### config.mk
export PLATFORM = sky130hd
export DESIGN_NAME = user_rq_mux_encoder
export DESIGN_NICKNAME = d
export VERILOG_FILES = /design/src/rtl/user_rq_mux_encoder.sv
export SDC_FILE = /design/constraint.sdc
export NUM_CORES = 1
export LEC_CHECK = 0
export BUFFER_PORTS_ARGS = -buffer_cell sky130_fd_sc_hd__buf_4
export CAP_MARGIN = 20
export CORE_AREA = 2 2 439 441
export CTS_CLUSTER_SIZE = 10
export DETAILED_ROUTE_END_ITERATION = 16
export DIE_AREA = 0 0 441 443
export GPL_ROUTABILITY_DRIVEN = 0
export GPL_TIMING_DRIVEN = 0
export PLACE_DENSITY_LB_ADDON = 0.05
export SLEW_MARGIN = 20
export SYNTH_ARGS = -nofsm -noshare
export SYNTH_HDL_FRONTEND = slang
export SYNTH_SLANG_ARGS = --single-unit
### constraint.sdc
create_clock -name user_clk -period 7 [get_ports user_clk]
set_input_delay 2.1 -clock user_clk [delete_from_list [all_inputs] [get_ports user_clk]]
set_output_delay 2.1 -clock user_clk [all_outputs]
set_load 0.01 [all_outputs]
### src/rtl/user_rq_mux_encoder.sv
// ---------------------------------------------------------------------------
// user_rq_mux_encoder
//   Multi-channel requester-request TLP encoder. NUM_CH submitters present
//   MemRd/MemWr 32/64 commands; a round-robin arbiter takes one at a time and
//   emits it on the 128-bit AXI-S RQ interface as a descriptor beat followed
//   by ceil(length/4) payload beats for writes.
//
// Ports
//   user_clk, reset          clock, synchronous active-high reset
//   s_axis_rq_*              AXI-S requester request master (tdata/tkeep/
//                            tuser/tlast/tvalid out, tready in)
//   cmd_valid/cmd_ready      per-channel command handshake (ready one-hot)
//   cmd_type/tag/addr/length/first_be/last_be   packed per-channel command
//   wr_data/wr_valid/wr_ready                   per-channel payload stream
//   done                     1-cycle pulse when the TLP was fully accepted
//   cmd_err                  1-cycle pulse when a command was rejected
//   busy                     encoder is emitting a TLP
// ---------------------------------------------------------------------------
module user_rq_mux_encoder #(
  parameter int          AXI4_RQ_TUSER_WIDTH = 62,
  parameter logic [15:0] REQUESTER_ID        = 16'h10EE,
  parameter int          C_DATA_WIDTH        = 128,
  parameter int          KEEP_WIDTH          = C_DATA_WIDTH / 32,
  parameter int          NUM_CH              = 4,
  parameter int          MAX_PAYLOAD_DW      = 256
) (
  input  logic                           user_clk,
  input  logic                           reset,
  input  logic                           s_axis_rq_tready,
  output logic [C_DATA_WIDTH-1:0]        s_axis_rq_tdata,
  output logic [KEEP_WIDTH-1:0]          s_axis_rq_tkeep,
  output logic [AXI4_RQ_TUSER_WIDTH-1:0] s_axis_rq_tuser,
  output logic                           s_axis_rq_tlast,
  output logic                           s_axis_rq_tvalid,
  input  logic [NUM_CH-1:0]              cmd_valid,
  output logic [NUM_CH-1:0]              cmd_ready,
  input  logic [3*NUM_CH-1:0]            cmd_type,
  input  logic [8*NUM_CH-1:0]            cmd_tag,
  input  logic [64*NUM_CH-1:0]           cmd_addr,
  input  logic [11*NUM_CH-1:0]           cmd_length,
  input  logic [4*NUM_CH-1:0]            cmd_first_be,
  input  logic [4*NUM_CH-1:0]            cmd_last_be,
  input  logic [C_DATA_WIDTH*NUM_CH-1:0] wr_data,
  input  logic [NUM_CH-1:0]              wr_valid,
  output logic [NUM_CH-1:0]              wr_ready,
  output logic [NUM_CH-1:0]              done,
  output logic [NUM_CH-1:0]              cmd_err,
  output logic                           busy
);

  localparam int                CH_W    = (NUM_CH > 1) ? $clog2(NUM_CH) : 1;
  localparam logic [CH_W-1:0]   LAST_CH = CH_W'(NUM_CH - 1);
  localparam logic [10:0]       MAX_LEN = 11'(MAX_PAYLOAD_DW);

  typedef enum logic [1:0] {IDLE, HDR, DATA} state_t;

  state_t          state;
  logic [CH_W-1:0] rr_ptr;

  logic [1:0]      lat_type;   // bit0 = write, bit1 = 64-bit addressing
  logic [7:0]      lat_tag;
  logic [63:0]     lat_addr;
  logic [10:0]     lat_len;
  logic [3:0]      lat_fbe;
  logic [3:0]      lat_lbe;
  logic [CH_W-1:0] lat_ch;
  logic [10:0]     rem;

  logic            gnt_found;
  logic [CH_W-1:0] gnt_idx;
  logic [2:0]      g_type;
  logic [10:0]     g_len;
  logic            g_illegal;
  logic            data_hs;

  // Remaining-DW counter never wraps below zero on the final short beat.
  function automatic logic [10:0] sat_sub4(input logic [10:0] r);
    return (r >= 11'd4) ? (r - 11'd4) : 11'd0;
  endfunction

  function automatic logic [KEEP_WIDTH-1:0] keep_for_rem(input logic [10:0] r);
    case (r)
      11'd1:   return KEEP_WIDTH'(4'b0001);
      11'd2:   return KEEP_WIDTH'(4'b0011);
      11'd3:   return KEEP_WIDTH'(4'b0111);
      default: return KEEP_WIDTH'(4'b1111);
    endcase
  endfunction

  // Round-robin search starting at rr_ptr, wrapping at NUM_CH.
  always_comb begin
    int c;
    gnt_found = 1'b0;
    gnt_idx   = '0;
    c         = 0;
    for (int i = 0; i < NUM_CH; i++) begin
      c = int'(rr_ptr) + i;
      if (c >= NUM_CH) c = c - NUM_CH;
      if (!gnt_found && cmd_valid[c]) begin
        gnt_found = 1'b1;
        gnt_idx   = CH_W'(c);
      end
    end
  end

  assign g_type    = cmd_type[int'(gnt_idx)*3 +: 3];
  assign g_len     = cmd_length[int'(gnt_idx)*11 +: 11];
  assign g_illegal = g_type[2] || (g_len == 11'd0) || (g_type[0] && (g_len > MAX_LEN));
  assign cmd_ready = (state == IDLE && !reset && gnt_found) ? (NUM_CH'(1) << gnt_idx) : '0;
  assign data_hs   = (state == DATA) && wr_valid[lat_ch] && s_axis_rq_tready;
  assign busy      = (state != IDLE);

  // Control: FSM, arbiter pointer and status pulses.
  always_ff @(posedge user_clk) begin
    if (reset) begin
      state   <= IDLE;
      rr_ptr  <= '0;
      done    <= '0;
      cmd_err <= '0;
    end else begin
      done    <= '0;
      cmd_err <= '0;
      case (state)
        IDLE: begin
          if (gnt_found) begin
            rr_ptr <= (gnt_idx == LAST_CH) ? '0 : gnt_idx + CH_W'(1);
            if (g_illegal) cmd_err <= NUM_CH'(1) << gnt_idx;
            else           state   <= HDR;
          end
        end
        HDR: begin
          if (s_axis_rq_tready) begin
            if (lat_type[0]) begin
              state <= DATA;
            end else begin
              state <= IDLE;
              done  <= NUM_CH'(1) << lat_ch;
            end
          end
        end
        DATA: begin
          if (data_hs && (rem <= 11'd4)) begin
            state <= IDLE;
            done  <= NUM_CH'(1) << lat_ch;
          end
        end
        default: state <= IDLE;
      endcase
    end
  end

  // Datapath: latched command fields and payload counter (no reset needed).
  always_ff @(posedge user_clk) begin
    if (state == IDLE && gnt_found) begin
      lat_type <= g_type[1:0];
      lat_tag  <= cmd_tag[int'(gnt_idx)*8 +: 8];
      lat_addr <= cmd_addr[int'(gnt_idx)*64 +: 64];
      lat_len  <= g_len;
      lat_fbe  <= cmd_first_be[int'(gnt_idx)*4 +: 4];
      lat_lbe  <= cmd_last_be[int'(gnt_idx)*4 +: 4];
      lat_ch   <= gnt_idx;
    end
    if (state == HDR && s_axis_rq_tready) rem <= lat_len;
    else if (data_hs)                     rem <= sat_sub4(rem);
  end

  // AXI-S beat generation from the current state and latched command.
  always_comb begin
    logic [63:0] addr_al;
    s_axis_rq_tvalid = 1'b0;
    s_axis_rq_tdata  = '0;
    s_axis_rq_tkeep  = '0;
    s_axis_rq_tuser  = '0;
    s_axis_rq_tlast  = 1'b0;
    wr_ready         = '0;
    addr_al          = lat_addr & ~64'h3;
    case (state)
      HDR: begin
        s_axis_rq_tvalid = 1'b1;
        s_axis_rq_tkeep  = '1;
        s_axis_rq_tlast  = !lat_type[0];
        s_axis_rq_tdata  = {8'h00, 16'h0000, lat_tag,
                            REQUESTER_ID, 1'b0, {3'b000, lat_type[0]}, lat_len,
                            lat_type[1] ? addr_al : {32'h0, addr_al[31:0]}};
        s_axis_rq_tuser[3:0]   = lat_fbe;
        s_axis_rq_tuser[7:4]   = (lat_len == 11'd1) ? 4'b0000 : lat_lbe;
        s_axis_rq_tuser[27:24] = 4'(lat_ch);
      end
      DATA: begin
        s_axis_rq_tvalid = wr_valid[lat_ch];
        s_axis_rq_tdata  = wr_data[int'(lat_ch)*C_DATA_WIDTH +: C_DATA_WIDTH];
        s_axis_rq_tkeep  = keep_for_rem(rem);
        s_axis_rq_tlast  = (rem <= 11'd4);
        wr_ready[lat_ch] = s_axis_rq_tready;
      end
      default: ;
    endcase
  end

endmodule

==> Implementation_results.wiki <==
{| class="wikitable"
! Metric !! Value
|-
| Final cell count without fillers || 4,977
|-
| Switching share of power || 49.2%
|-
| Number of vias per cell || 3.19
|-
| Sort of element at the start of the critical path || input pin
|-
| Clk network pwr share || 14.4%
|-
| H-tree levels || 4
|-
| Vias in the first global route || 17,104
|-
| Data required, critical path || 4.90 ns
|-
| Flip-flop cell with the highest count after synthesis || sky130_fd_sc_hd__edfxtp_1
|-
| Count of cells along the worst register-to-register path || 11
|-
| Final clock period utilization by the worst path || 96.7%
|-
| Portion of the post-synthesis area used by sequential elements || 28.2%
|-
| Leakage component of the power || 10.4 nW
|-
| Dominant delay contributor by cell family on the critical path || buffers and inverters
|-
| Fin Hold WS || 0.515 ns
|-
| Share of async-settable or async-resettable flops after synthesis || 0%
|-
| RSZ-0062 raised after global routing || no
|-
| Worst-path cell chain || buf_4 -> nor2b_1 -> buf_2 -> a211o_2 -> and2_0 -> buf_2 -> buf_2 -> buf_6 -> clkbuf_8 -> ha_1 -> and2_1 -> buf_4
|-
| Number of search-and-repair iterations in the first detailed-routing pass || 5
|-
| I/O pin cnt || 1,112
|-
| Fraction of final layout cells with drive strength greater than 1 || 54.6%
|-
| Comb pwr share || 64.9%
|-
| Number of antenna violations at the first check in global routing || 44
|-
| Dominant cell by count in the synthesized netlist || sky130_fd_sc_hd__nand2_1
|-
| Growth of design area from synthesis to finish || 103%
|-
| Yosys warning total || 0
|-
| Post-synthesis instance area || 11,900 sq um
|-
| EDFF count, synth || 104
|-
| Origin of the critical flop-to-flop path || rr_ptr[0]
|-
| # placed instances || 4,934
|-
| Critical-path maximum fanout || 12
|-
| Number of setup buffers added after CTS || 0
|-
| Hold buffers post-CTS || 0
|-
| Worst setup skew after layout || 0.0173 ns
|-
| Max-slew headroom at the worst pin || 30.6%
|-
| Largest net degree at the start of global routing || 53
|-
| Synth top area cells || sky130_fd_sc_hd__edfxtp_1 (26%), sky130_fd_sc_hd__mux4_2 (24%), sky130_fd_sc_hd__nand2_1 (12%)
|-
| Total Die Area || 195,000 sq um
|-
| Post-Syn Instances || 1,295
|-
| CP Capture Type || output port
|-
| Violation count after the first detailed-routing iteration || 1,008
|-
| Met1 layer wirelength in the final routing || 52.4 mm
|-
| Share of total power in sequential cells || 20.7%
|-
| Number of distinct library cells after synthesis || 55
|-
| Post-synthesis cell type with the largest combined area || sky130_fd_sc_hd__edfxtp_1
|-
| Crit path time final || 6.77 ns
|-
| Die X || 441 um
|-
| Routed wl met2 || 75.6 mm
|-
| Actual transition at the worst max-transition pin || 1.04 ns
|-
| Total Power || 7.19 mW
|-
| Area share of the leading cell type in the synthesized netlist || 26.1%
|-
| End of the worst register-to-register path || lat_addr[27]
|-
| Top post-synthesis cells by count || sky130_fd_sc_hd__nand2_1 (374), sky130_fd_sc_hd__mux4_2 (129), sky130_fd_sc_hd__edfxtp_1 (104)
|-
| Net switching power || 3.54 mW
|-
| Yosys reg bits || 116
|-
| Type of the tightest min-delay check || reg -> reg
|-
| Post-synthesis average cell area || 9.22 sq um
|-
| # Max-Cap Violations || 0
|-
| Cell type of the slowest stage on the worst timing path || sky130_fd_sc_hd__clkbuf_8
|-
| Total clock buffers created by CTS || 17
|-
| Clk pin slew, worst setup/hold paths || 0.06 ns
|-
| Die Y || 443 um
|-
| Remaining number of nets flagged by the antenna check after routing || 0
|-
| Final routed DRC violation total || 0
|-
| WL per Instance || 28.0 um
|-
| Pwr/cell area || 297 nW/um^2
|-
| Achievable frequency || 0.148 GHz
|-
| NumNets Final || 3,334
|-
| Number of gates on the worst path with buffers counted || 12
|-
| Clock Path Buffers || 2
|-
| Final number of max-transition violations || 0
|-
| Core area || 191,000 sq um
|-
| Maximum VDD drop || 194 uV
|-
| Final setup violation count || 0
|-
| Initial Util || 6.25%
|-
| Data arrival time of the critical path || 4.67 ns
|-
| Row count || 161
|-
| HP Start || state[1]
|-
| Total vias in the final route || 15,868
|-
| Half-perimeter wire length after placement || 123 mm
|-
| Type of the worst setup path || in -> out
|-
| Met3 wire len || 8.69 mm
|-
| Worst path bufs/invs || 7
|-
| Reg2Reg Setup Slack || 2.90 ns
|-
| Topmost layer with routed signal wires || met5
|-
| Crit path top cell by count || sky130_fd_sc_hd__buf_2
|-
| Outcome || finished, final reports clean
|-
| Clock tree from TritonCTS || done
|-
| Worst skew pair latency || 0.52 ns
|-
| # clock sinks || 116
|-
| CP peak stage delay || 0.31 ns
|-
| Final routed wirelength across all metal layers || 139 mm
|-
| Internal power of the cells || 3.65 mW
|-
| Port-buffer cells || 1,050
|-
| Capturing instance or port of the critical path || cmd_ready[3]
|-
| Total track usage || 13.8%
|-
| Clk root buf || sky130_fd_sc_hd__clkbuf_16
|-
| Crit path from || cmd_valid[2]
|-
| Global-route wire length before repair || 175 mm
|-
| GRT Residual Overflow || 0
|-
| Final number of hold-violating endpoints || 0
|}
[area by class of cell]
type | count | area (sq um)
Timing Repair Buffer | 1063 | 8180
Inverter | 11 | 48.8
Fill cell | 21948 | 167000
Multi-Input combinational cell | 1039 | 7840
Clock inverter | 14 | 179
Tap cell | 2526 | 3160
Buffer | 177 | 963
Antenna cell | 13 | 32.5
Sequential cell | 116 | 3360
Clock buffer | 18 | 429
[worst min path at each step]
stage,endpoint,slack (ns),depth (start not counted)
finish,state[1],0.51,2
CTS,state[1],0.52,2
floorplan,state[1],0.47,2
global placement,state[1],0.50,2
global route,state[1],0.55,2
detailed placement,state[1],0.51,2
[metrics by stage]
step                      area (sq um)  util (%)  setup WS, ns  TNS (ns)
final                            24200      12.7         0.231         0
after global routing             24200      12.7        0.0434         0
after CTS                        24200      12.6         0.115         0
after detailed placement         23500      12.3        -0.872     -3.20
after global placement           23200      12.1         -2.17    -51.19
after floorplan                  12100         -         0.642         0
[cells in the final DEF, fill, tap and decap left out, types with 17 or more instances in the layout]
cell type,synthesis,layout
sky130_fd_sc_hd__conb_1,1,52
sky130_fd_sc_hd__nand2_1,374,374
sky130_fd_sc_hd__clkbuf_2,0,21
sky130_fd_sc_hd__nor2_1,18,18
sky130_fd_sc_hd__a31oi_1,80,78
sky130_fd_sc_hd__clkbuf_16,0,17
sky130_fd_sc_hd__o21ai_0,24,24
sky130_fd_sc_hd__and2_1,58,58
sky130_fd_sc_hd__and3_1,87,87
sky130_fd_sc_hd__nand3_1,24,24
sky130_fd_sc_hd__edfxtp_1,104,104
sky130_fd_sc_hd__buf_4,52,1103
sky130_fd_sc_hd__a22o_1,82,82
sky130_fd_sc_hd__clkbuf_1,93,70
sky130_fd_sc_hd__mux4_2,129,129
[state kept, by name, indices dropped and copies added (netlist names)]
register / flops
cmd_err: 4
done: 4
lat_addr: 62
lat_ch: 2
lat_fbe: 4
lat_lbe: 4
lat_len: 11
lat_tag: 8
lat_type: 2
rem: 11
rr_ptr: 2
state: 2
[tightest hold or removal path, stage by stage, from the launching register on]
cell,delay [ns]
sky130_fd_sc_hd__dfxtp_1,0.32
sky130_fd_sc_hd__nand2_1,0.06
sky130_fd_sc_hd__o311ai_1,0.08
[logic make-up after synthesis]
logic type,synth area share (%)
and+or+nand+nor,24.3
AOI/OAI and AO/OA,13.7
buffers and inverters,7.99
muxes,24.3
DFF,28.2
adders and majority gates,1.05
xor gates and xnor gates,0.440
other,0.0314
[metal layers]
layer | GRT usage [%] | vias up
li1 | - | 7072
met1 | 15.1 | 7994
met2 | 26.1 | 705
met3 | 3.65 | 79
met4 | 3.35 | 18
met5 | 0 | -
[power groups by stage]
stage	clock (mW)	combinational (mW)	sequential (mW)
finish	1.03	4.67	1.49
global route	1.12	5.10	1.53
CTS	1.11	4.92	1.51
detailed placement	0	4.92	1.53
global placement	0	4.79	1.58
floorplan	0	2.32	1.36
[timing repair]
action,4_1_cts,5_1_grt
hold endpoints to repair,0,0
setup endpoints to repair,4,0
gates resized for setup,9,0
Note: power is estimated with default switching activity, not from simulation.
